`src/rtl/ctrl_pkg.sv`:
```
// Shared encodings for the multi-cycle MIPS32 main controller: opcodes,
// ALUOp codes (shared with the ALU control decoder), mux select codes,
// state encoding and the bundled control-signal struct.
package ctrl_pkg;

    // Opcodes handled by the controller
    localparam logic [5:0] OP_RTYPE = 6'h00;
    localparam logic [5:0] OP_J     = 6'h02;
    localparam logic [5:0] OP_JAL   = 6'h03;
    localparam logic [5:0] OP_BEQ   = 6'h04;
    localparam logic [5:0] OP_BNE   = 6'h05;
    localparam logic [5:0] OP_ADDI  = 6'h08;
    localparam logic [5:0] OP_SLTI  = 6'h0A;
    localparam logic [5:0] OP_SLTIU = 6'h0B;
    localparam logic [5:0] OP_ANDI  = 6'h0C;
    localparam logic [5:0] OP_ORI   = 6'h0D;
    localparam logic [5:0] OP_XORI  = 6'h0E;
    localparam logic [5:0] OP_LW    = 6'h23;
    localparam logic [5:0] OP_SW    = 6'h2B;

    // ALUOp codes consumed by the ALU control decoder
    localparam logic [2:0] ALU_ADD  = 3'd0;
    localparam logic [2:0] ALU_SUB  = 3'd1;
    localparam logic [2:0] ALU_AND  = 3'd2;
    localparam logic [2:0] ALU_OR   = 3'd3;
    localparam logic [2:0] ALU_XOR  = 3'd4;
    localparam logic [2:0] ALU_SLT  = 3'd5;
    localparam logic [2:0] ALU_FUNC = 3'd6;
    localparam logic [2:0] ALU_SLTU = 3'd7;

    // PC source select
    localparam logic [1:0] PCSRC_ALU    = 2'd0;
    localparam logic [1:0] PCSRC_ALUOUT = 2'd1;
    localparam logic [1:0] PCSRC_JUMP   = 2'd2;
    localparam logic [1:0] PCSRC_REG    = 2'd3;

    // Write-register select
    localparam logic [1:0] REGDST_RT = 2'd0;
    localparam logic [1:0] REGDST_RD = 2'd1;
    localparam logic [1:0] REGDST_RA = 2'd2;

    // Write-data select
    localparam logic [1:0] M2R_ALUOUT = 2'd0;
    localparam logic [1:0] M2R_MDR    = 2'd1;
    localparam logic [1:0] M2R_PC     = 2'd2;

    // ALU B-operand select
    localparam logic [1:0] SRCB_REG   = 2'd0;
    localparam logic [1:0] SRCB_FOUR  = 2'd1;
    localparam logic [1:0] SRCB_IMM   = 2'd2;
    localparam logic [1:0] SRCB_IMMSH = 2'd3;

    // State encoding
    localparam logic [3:0] S_FETCH    = 4'd0;
    localparam logic [3:0] S_DECODE   = 4'd1;
    localparam logic [3:0] S_EXEC_R   = 4'd2;
    localparam logic [3:0] S_R_WB     = 4'd3;
    localparam logic [3:0] S_EXEC_I   = 4'd4;
    localparam logic [3:0] S_I_WB     = 4'd5;
    localparam logic [3:0] S_MEM_ADDR = 4'd6;
    localparam logic [3:0] S_MEM_RD   = 4'd7;
    localparam logic [3:0] S_MEM_WB   = 4'd8;
    localparam logic [3:0] S_MEM_WR   = 4'd9;
    localparam logic [3:0] S_BRANCH   = 4'd10;
    localparam logic [3:0] S_JUMP     = 4'd11;

    typedef struct packed {
        logic       pc_write;
        logic       ior_d;
        logic       mem_read;
        logic       mem_write;
        logic       ir_write;
        logic       reg_write;
        logic [1:0] reg_dst;
        logic [1:0] mem_to_reg;
        logic       alu_src_a;
        logic [1:0] alu_src_b;
        logic [1:0] pc_source;
        logic [2:0] alu_op;
        logic       illegal;
    } ctrl_sig_t;

    // ALU operation for the immediate-ALU group
    function automatic logic [2:0] imm_alu_op(input logic [5:0] op);
        case (op)
            OP_ANDI:  return ALU_AND;
            OP_ORI:   return ALU_OR;
            OP_XORI:  return ALU_XOR;
            OP_SLTI:  return ALU_SLT;
            OP_SLTIU: return ALU_SLTU;
            default:  return ALU_ADD;
        endcase
    endfunction

    // True for every opcode the controller can sequence
    function automatic logic op_legal(input logic [5:0] op);
        case (op)
            OP_RTYPE, OP_J, OP_JAL, OP_BEQ, OP_BNE, OP_ADDI, OP_SLTI,
            OP_SLTIU, OP_ANDI, OP_ORI, OP_XORI, OP_LW, OP_SW: return 1'b1;
            default: return 1'b0;
        endcase
    endfunction

endpackage

```
`src/rtl/ctrl_out_decode.sv`:
```
// Combinational output map of the main controller: state plus latched opcode
// give the Moore outputs; mem_ready, zero and jr gate the few Mealy terms.
module ctrl_out_decode
    import ctrl_pkg::*;
(
    input  logic [3:0] state,
    input  logic [5:0] op,
    input  logic       jr,
    input  logic       zero,
    input  logic       mem_ready,
    output ctrl_sig_t  sig
);

    // Per-state control decode; anything not driven stays 0
    always_comb begin
        sig = '0;
        case (state)
            S_FETCH: begin
                sig.mem_read  = 1'b1;
                sig.ior_d     = 1'b0;
                sig.alu_src_a = 1'b0;
                sig.alu_src_b = SRCB_FOUR;
                sig.alu_op    = ALU_ADD;
                sig.pc_source = PCSRC_ALU;
                sig.ir_write  = mem_ready;
                sig.pc_write  = mem_ready;
            end
            S_DECODE: begin
                // Branch target computed speculatively into ALUOut
                sig.alu_src_a = 1'b0;
                sig.alu_src_b = SRCB_IMMSH;
                sig.alu_op    = ALU_ADD;
                sig.illegal   = ~op_legal(op);
            end
            S_EXEC_R: begin
                sig.alu_src_a = 1'b1;
                sig.alu_src_b = SRCB_REG;
                sig.alu_op    = ALU_FUNC;
                if (jr) begin
                    sig.pc_source = PCSRC_REG;
                    sig.pc_write  = 1'b1;
                end
            end
            S_R_WB: begin
                sig.reg_write  = 1'b1;
                sig.reg_dst    = REGDST_RD;
                sig.mem_to_reg = M2R_ALUOUT;
            end
            S_EXEC_I: begin
                sig.alu_src_a = 1'b1;
                sig.alu_src_b = SRCB_IMM;
                sig.alu_op    = imm_alu_op(op);
            end
            S_I_WB: begin
                sig.reg_write  = 1'b1;
                sig.reg_dst    = REGDST_RT;
                sig.mem_to_reg = M2R_ALUOUT;
            end
            S_MEM_ADDR: begin
                sig.alu_src_a = 1'b1;
                sig.alu_src_b = SRCB_IMM;
                sig.alu_op    = ALU_ADD;
            end
            S_MEM_RD: begin
                sig.mem_read = 1'b1;
                sig.ior_d    = 1'b1;
            end
            S_MEM_WB: begin
                sig.reg_write  = 1'b1;
                sig.reg_dst    = REGDST_RT;
                sig.mem_to_reg = M2R_MDR;
            end
            S_MEM_WR: begin
                sig.mem_write = 1'b1;
                sig.ior_d     = 1'b1;
            end
            S_BRANCH: begin
                sig.alu_src_a = 1'b1;
                sig.alu_src_b = SRCB_REG;
                sig.alu_op    = ALU_SUB;
                sig.pc_source = PCSRC_ALUOUT;
                sig.pc_write  = (op == OP_BNE) ? ~zero : zero;
            end
            S_JUMP: begin
                sig.pc_source = PCSRC_JUMP;
                sig.pc_write  = 1'b1;
                // jal links PC+4, which the register file captures before the edge
                if (op == OP_JAL) begin
                    sig.reg_write  = 1'b1;
                    sig.reg_dst    = REGDST_RA;
                    sig.mem_to_reg = M2R_PC;
                end
            end
            default: ;
        endcase
    end

endmodule

```
`src/rtl/main_ctrl_fsm.sv`:
```
// Multi-cycle MIPS32 main controller: holds the state and opcode registers
// and the next-state logic; output decode lives in ctrl_out_decode.
module main_ctrl_fsm
    import ctrl_pkg::*;
(
    input  logic       clk,
    input  logic       reset,
    input  logic [5:0] instr_op,
    input  logic       jr,
    input  logic       zero,
    input  logic       mem_ready,
    output logic       pc_write,
    output logic       ior_d,
    output logic       mem_read,
    output logic       mem_write,
    output logic       ir_write,
    output logic       reg_write,
    output logic [1:0] reg_dst,
    output logic [1:0] mem_to_reg,
    output logic       alu_src_a,
    output logic [1:0] alu_src_b,
    output logic [1:0] pc_source,
    output logic [2:0] alu_op,
    output logic       illegal
);

    logic [3:0] state;
    logic [3:0] state_nxt;
    logic [5:0] op_q;
    ctrl_sig_t  sig;

    // State and opcode registers; opcode captured when the fetch completes
    always_ff @(posedge clk or posedge reset) begin
        if (reset) begin
            state <= S_FETCH;
            op_q  <= 6'd0;
        end else begin
            state <= state_nxt;
            if (state == S_FETCH && mem_ready)
                op_q <= instr_op;
        end
    end

    // Next-state selection
    always_comb begin
        state_nxt = S_FETCH;
        case (state)
            S_FETCH:    state_nxt = mem_ready ? S_DECODE : S_FETCH;
            S_DECODE: begin
                case (op_q)
                    OP_RTYPE:                     state_nxt = S_EXEC_R;
                    OP_LW, OP_SW:                 state_nxt = S_MEM_ADDR;
                    OP_BEQ, OP_BNE:               state_nxt = S_BRANCH;
                    OP_J, OP_JAL:                 state_nxt = S_JUMP;
                    OP_ADDI, OP_SLTI, OP_SLTIU,
                    OP_ANDI, OP_ORI, OP_XORI:     state_nxt = S_EXEC_I;
                    default:                      state_nxt = S_FETCH;
                endcase
            end
            S_EXEC_R:   state_nxt = jr ? S_FETCH : S_R_WB;
            S_R_WB:     state_nxt = S_FETCH;
            S_EXEC_I:   state_nxt = S_I_WB;
            S_I_WB:     state_nxt = S_FETCH;
            S_MEM_ADDR: state_nxt = (op_q == OP_SW) ? S_MEM_WR : S_MEM_RD;
            S_MEM_RD:   state_nxt = mem_ready ? S_MEM_WB : S_MEM_RD;
            S_MEM_WB:   state_nxt = S_FETCH;
            S_MEM_WR:   state_nxt = mem_ready ? S_FETCH : S_MEM_WR;
            S_BRANCH:   state_nxt = S_FETCH;
            S_JUMP:     state_nxt = S_FETCH;
            default:    state_nxt = S_FETCH;
        endcase
    end

    ctrl_out_decode u_decode (
        .state     (state),
        .op        (op_q),
        .jr        (jr),
        .zero      (zero),
        .mem_ready (mem_ready),
        .sig       (sig)
    );

    // Write enables are held off combinationally for as long as reset is high
    assign pc_write   = sig.pc_write  & ~reset;
    assign ir_write   = sig.ir_write  & ~reset;
    assign reg_write  = sig.reg_write & ~reset;
    assign mem_write  = sig.mem_write & ~reset;
    assign ior_d      = sig.ior_d;
    assign mem_read   = sig.mem_read;
    assign reg_dst    = sig.reg_dst;
    assign mem_to_reg = sig.mem_to_reg;
    assign alu_src_a  = sig.alu_src_a;
    assign alu_src_b  = sig.alu_src_b;
    assign pc_source  = sig.pc_source;
    assign alu_op     = sig.alu_op;
    assign illegal    = sig.illegal;

endmodule

```
`config.mk`:
```
export PLATFORM = sky130hd
export DESIGN_NAME = main_ctrl_fsm
export DESIGN_NICKNAME = d
export VERILOG_FILES = /design/src/rtl/ctrl_pkg.sv /design/src/rtl/ctrl_out_decode.sv /design/src/rtl/main_ctrl_fsm.sv
export SDC_FILE = /design/constraint.sdc
export NUM_CORES = 1
export LEC_CHECK = 0
export ABC_AREA = 1
export BUFFER_PORTS_ARGS = -buffer_cell sky130_fd_sc_hd__buf_4
export CORE_MARGIN = 2
export CORE_UTILIZATION = 46
export CTS_BUF_LIST = sky130_fd_sc_hd__clkbuf_4 sky130_fd_sc_hd__clkbuf_8 sky130_fd_sc_hd__clkbuf_16
export CTS_CLUSTER_SIZE = 16
export DETAILED_ROUTE_END_ITERATION = 10
export PLACE_DENSITY_LB_ADDON = 0.05
export SLEW_MARGIN = 20
export SYNTH_ARGS = -nofsm -noshare
export SYNTH_HDL_FRONTEND = slang
export SYNTH_HIERARCHICAL = 1
export SYNTH_SLANG_ARGS = --single-unit
```
`constraint.sdc`:
```
create_clock -name clk -period 1.38 [get_ports clk]
set_input_delay 0.276 -clock clk [delete_from_list [all_inputs] [get_ports clk]]
set_output_delay 0.276 -clock clk [all_outputs]
set_load 0.01 [all_outputs]
```
* Word level (Yosys, flattened, before mapping) *
Memories as Yosys holds them, arrays and structs flattened.
Index checks and enable logic that the tools add are counted.

storage, ports and cells
  register bits = 10
  bits in read-only memories = 320
  input bits = 11
  output and inout bits = 19
  word-level logic and storage cells = 58
  memories kept = 2

cells by class
  equal/unequal tests = 19
  muxes and demuxes = 22
  bitwise gates (word level) = 7
  reductions and logical operators = 6

memories
  name              depth  bits a word  rd ports  clocked after Yosys merged registers in  wr ports  RTL line             RTL
  (name not given)  64     4            1         0                                        0         main_ctrl_fsm.sv:50  case (op_q)
  (name not given)  64     1            1         0                                        0         ctrl_pkg.sv:97       case (op)

operators by type and width
  kind                count
  $eq 6x4->1 const B  5
  $pmux 4 s7          1
  $pmux 5 s4          1
  $eq 4x3->1 const B  4
  $eq 4x4->1 const B  4
  $pmux 3 s5          1
  $mux 4              3
  $pmux 3 s4          1
  $mux 1              9
  $pmux 3 s3          1
  $eq 4x2->1 const B  2
  $reduce_or 2->1     4
  $eq 6x2->1 const B  1
  $eq 6x3->1 const B  1
  $eq 6x6->1 const B  1
  $pmux 2 s3          1
  $mux 5              1
  $and 1x1->1         4
  $eq 4x1->1 const B  1
  $logic_not 4->1     1
  $mux 2              2
  $pmux 1 s4          1
  $not 1->1           3
  $logic_and 1x1->1   1

* Depth between registers and ports, before layout *
  depth after elaboration = 4
  gate-level depth with buffers = 9
  mapped depth without buffers = 9

* Hierarchy *
The synthesis kept the hierarchy.

modules (own cells, without submodules)
  module           instances  cells each  area an instance (um^2)  sequential area each (um^2)
  main_ctrl_fsm    1          101         694.4                    250.2
  ctrl_out_decode  1          81          346.6                    0.0

* Worst setup path after synthesis *
Ideal clock, no wire load.

  path type = register to output
  start point = reg state[2]
  end point = out reg_write
  arrival time = 1.310 ns
  required time = 1.104 ns
  path slack = -0.206 ns
  stages on the path, launching flop included = 8
  path buffers = 0
  path through = dfrtp_1 -> inv_2 -> nand2_1 -> nor3_1 -> nor2_1 -> o21ai_1 -> inv_1 -> nor2_1

RTL lines
  element                 RTL line             RTL
  start, declared         main_ctrl_fsm.sv:27  logic [3:0] state;
  start signal, assigned  main_ctrl_fsm.sv:38  state <= state_nxt;
  end, declared           main_ctrl_fsm.sv:17  output logic reg_write,

==> summary.md <==
| Metric | Value |
|---|---|
| Status | `finished with violations` |
| Failing checks | `negative setup slack` |
| Htree depth | `1` |
| #FFs+latches synth | `10` |
| Non-Filler Instances | `278` |
| Type of the worst min-delay path | `primary input to async pin` |
| Pwr/cell area | `1828 nW/um^2` |
| Total Routing Usage GR | `0.2528` |
| Worst r2r src | `state[3]` |
| # diodes | `0` |
| Initial Utilization | `0.4798` |
| Period utilisation layout | `1.281` |
| Setup CP Type | `register to output pin` |
| Beginning of the critical path | `state[3]` |
| Cell taking the most area after synthesis | `dfrtp_1` |
| Synth Cell Area | `1041 um^2` |
| Final Max Slew Viols | `0` |
| Final nets | `263` |
| Maximum vdd ir drop | `0.001307 V` |
| Most area-consuming cells after synthesis | `dfrtp_1, nand2_1, nor2_1` |
| Min Tclk post-route | `1.767 ns` |
| I/O Buffers | `29` |
| CTS Buf Count | `3` |
| Final instance area | `1783 um^2` |
| Fin Setup TNS | `-6.535 ns` |
| Max Freq | `565.8 MHz` |
| Final hold vios | `0` |
| Max_cap viols | `0` |
| Multi-input gate area | `795.8 um^2` |
| Leak Pwr | `0.9430 nW` |
| R2R depth | `6` |
| FF-to-FF setup slack | `-0.17 ns` |
| FILL cells | `151` |
| Slew HR | `0.7392` |
| CP Max Fanout | `5` |
| Post-DP HPWL | `2337 um` |
| PnR worst setup slack | `-0.3873 ns` |
| Register Area | `255.2 um^2` |
| Worst-Skew Late Latency | `0.27 ns` |
| GPL Wtd Cong | `0.9383` |
| Clk root buf | `clkbuf_4` |
| Io pins | `30` |
| CP required | `1.10 ns` |
| Average routed wire per standard cell | `13.03 um` |
| Chip Height | `51.57 um` |
| Slew @ Worst Pin | `0.3907 ns` |
| First-pass GRT wire length | `5064 um` |
| Startpoint Class | `register` |
| Placement Rows | `17` |
| Clk_skew | `0.003044 ns` |
| WL final | `3623 um` |
| Inst Count DP | `264` |
| DRC Markers | `0` |
| Setup violators final | `29` |
| WP data arrival | `1.49 ns` |
| DR pass1 iterations | `5` |
| CTS tree | `built` |
| Worst Setup End Kind | `output pin` |
| Syn_nets | `194` |
| Total power draw | `3.260 mW` |
| Fraction of layout cells with a size suffix above 1 | `0.5040` |
| Area Overhead vs Synth | `71.27%` |
| Post-synthesis sequential area ratio | `0.2404` |
| Final core utilization | `0.8218` |
| Top cell type's share of synthesized area | `0.2404` |
| Sink Count | `10` |
| Vias | `1,441` |
| Worst-case clock buffer depth | `2` |
| RSZ-0062 raised after global routing | `yes` |
| 1st-iter DRT viols | `44` |
| Worst-path clk slew | `0.07 ns` |
| Via density | `5.183` |
| Post-placement cell area | `1500 um^2` |
| Count of warnings emitted by yosys | `6` |
| Dpl ws | `-0.1126 ns` |
| Hold_ws | `0.01520 ns` |
| Vias in the first global route | `1,269` |
| Width of the die | `51.57 um` |
| Full die area | `2659 um^2` |
| Initial antenna violation count | `0` |
| Core area | `2170 um^2` |
| Syn avg cell area | `5.720 um^2` |
| Grt ovf | `0` |
| Post-route antenna net violation count | `0` |
| CP endpoint | `reg_write` |
| Synth Instances | `182` |
| Reg2Reg Capture Point | `op_q[5]` |
| Synth cell types | `20` |
| Largest net degree at the start of global routing | `14` |
-- worst max-delay path: stages (launching register included) --
cell     delay (ns)
dfrtp_2        0.48
nor2_4         0.15
nand2_1        0.10
o21ai_1        0.12
nor2_1         0.06
o21ai_1        0.07
inv_1          0.06
nor2_2         0.07
buf_4          0.11
-- Yosys cell counts, drive strengths merged --
library cell / n
nor2: 43
nor3: 3
nand2: 47
inv: 35
a21oi: 8
buf: 2
dfrtp: 10
o21ai: 10
nand3: 20
nand4: 3
ha: 1
-- per-layer routing --
layer  track usage  wire (um)
met1        0.2993       1591
met3       0.02299        157
met2        0.4701       1792
met4       0.09211         81
met5             0          0
-- state kept, by name (all words and copies together) (netlist names) --
signal / cells
state: 4
op_q: 6
-- cell families (layout without fill, tap and decap cells) --
| logic type | count (synthesis) | count (layout) | synth area share |
|---|---|---|---|
| fa+ha+maj | 1 | 1 | 0.01202 |
| compound gates | 18 | 18 | 0.1082 |
| simple gates | 116 | 117 | 0.4916 |
| flops | 10 | 10 | 0.2404 |
| buf+inv | 37 | 104 | 0.1478 |
-- cell usage in the layout, fill, tap and decap left out, types with 3 or more instances in the layout --
cell | Yosys | layout
inv_2 | 3 | 8
nor2_1 | 37 | 26
a21oi_2 | 5 | 6
nand2_2 | 2 | 7
dfrtp_2 | 0 | 4
nor2_4 | 1 | 7
nand2_4 | 0 | 3
nor2_2 | 5 | 10
buf_4 | 1 | 56
nand2_1 | 45 | 37
clkbuf_4 | 0 | 3
buf_6 | 0 | 9
inv_1 | 32 | 24
nand3_1 | 20 | 17
inv_4 | 0 | 3
o21ai_1 | 1 | 6
o21ai_2 | 1 | 3
dfrtp_1 | 10 | 6
-- what timing repair did --
item                                    in CTS  in global routing
hold buffers                                 0                  0
endpoints found under the hold margin        0                  0
endpoints found under the setup margin      19                 29
resized for setup                           25                 32
gates cloned                                 0                  1
setup buffers                                8                  3
pin swaps                                   10                 15
-- how the worst min path moves through the flow --
stage | endpoint | slack (ns) | depth (start not counted)
CTS | op_q[3] | 0.03 | 2
global placement | op_q[5] | 0.31 | 2
global route | op_q[3] | 0.05 | 2
floorplan | op_q[0] | 0.12 | 1
finish | op_q[3] | 0.02 | 2
detailed placement | op_q[5] | 0.32 | 2
-- where the power goes --
group	leakage (nW)	internal, mW	switching [mW]
sequential	0.114	0.416	0.163
clock	0.0210	0.160	0.109
combinational	0.808	1.08	1.33
-- area by class of cell --
cell class                 count  share of cell area
multi-input combinational    136              0.4463
timing repair buffer          65              0.2926
sequential                    10              0.1432
inverter                      35             0.07789
clock buffer                   4             0.02035
tap                           28             0.01965
(Power assumes the default switching activity.)
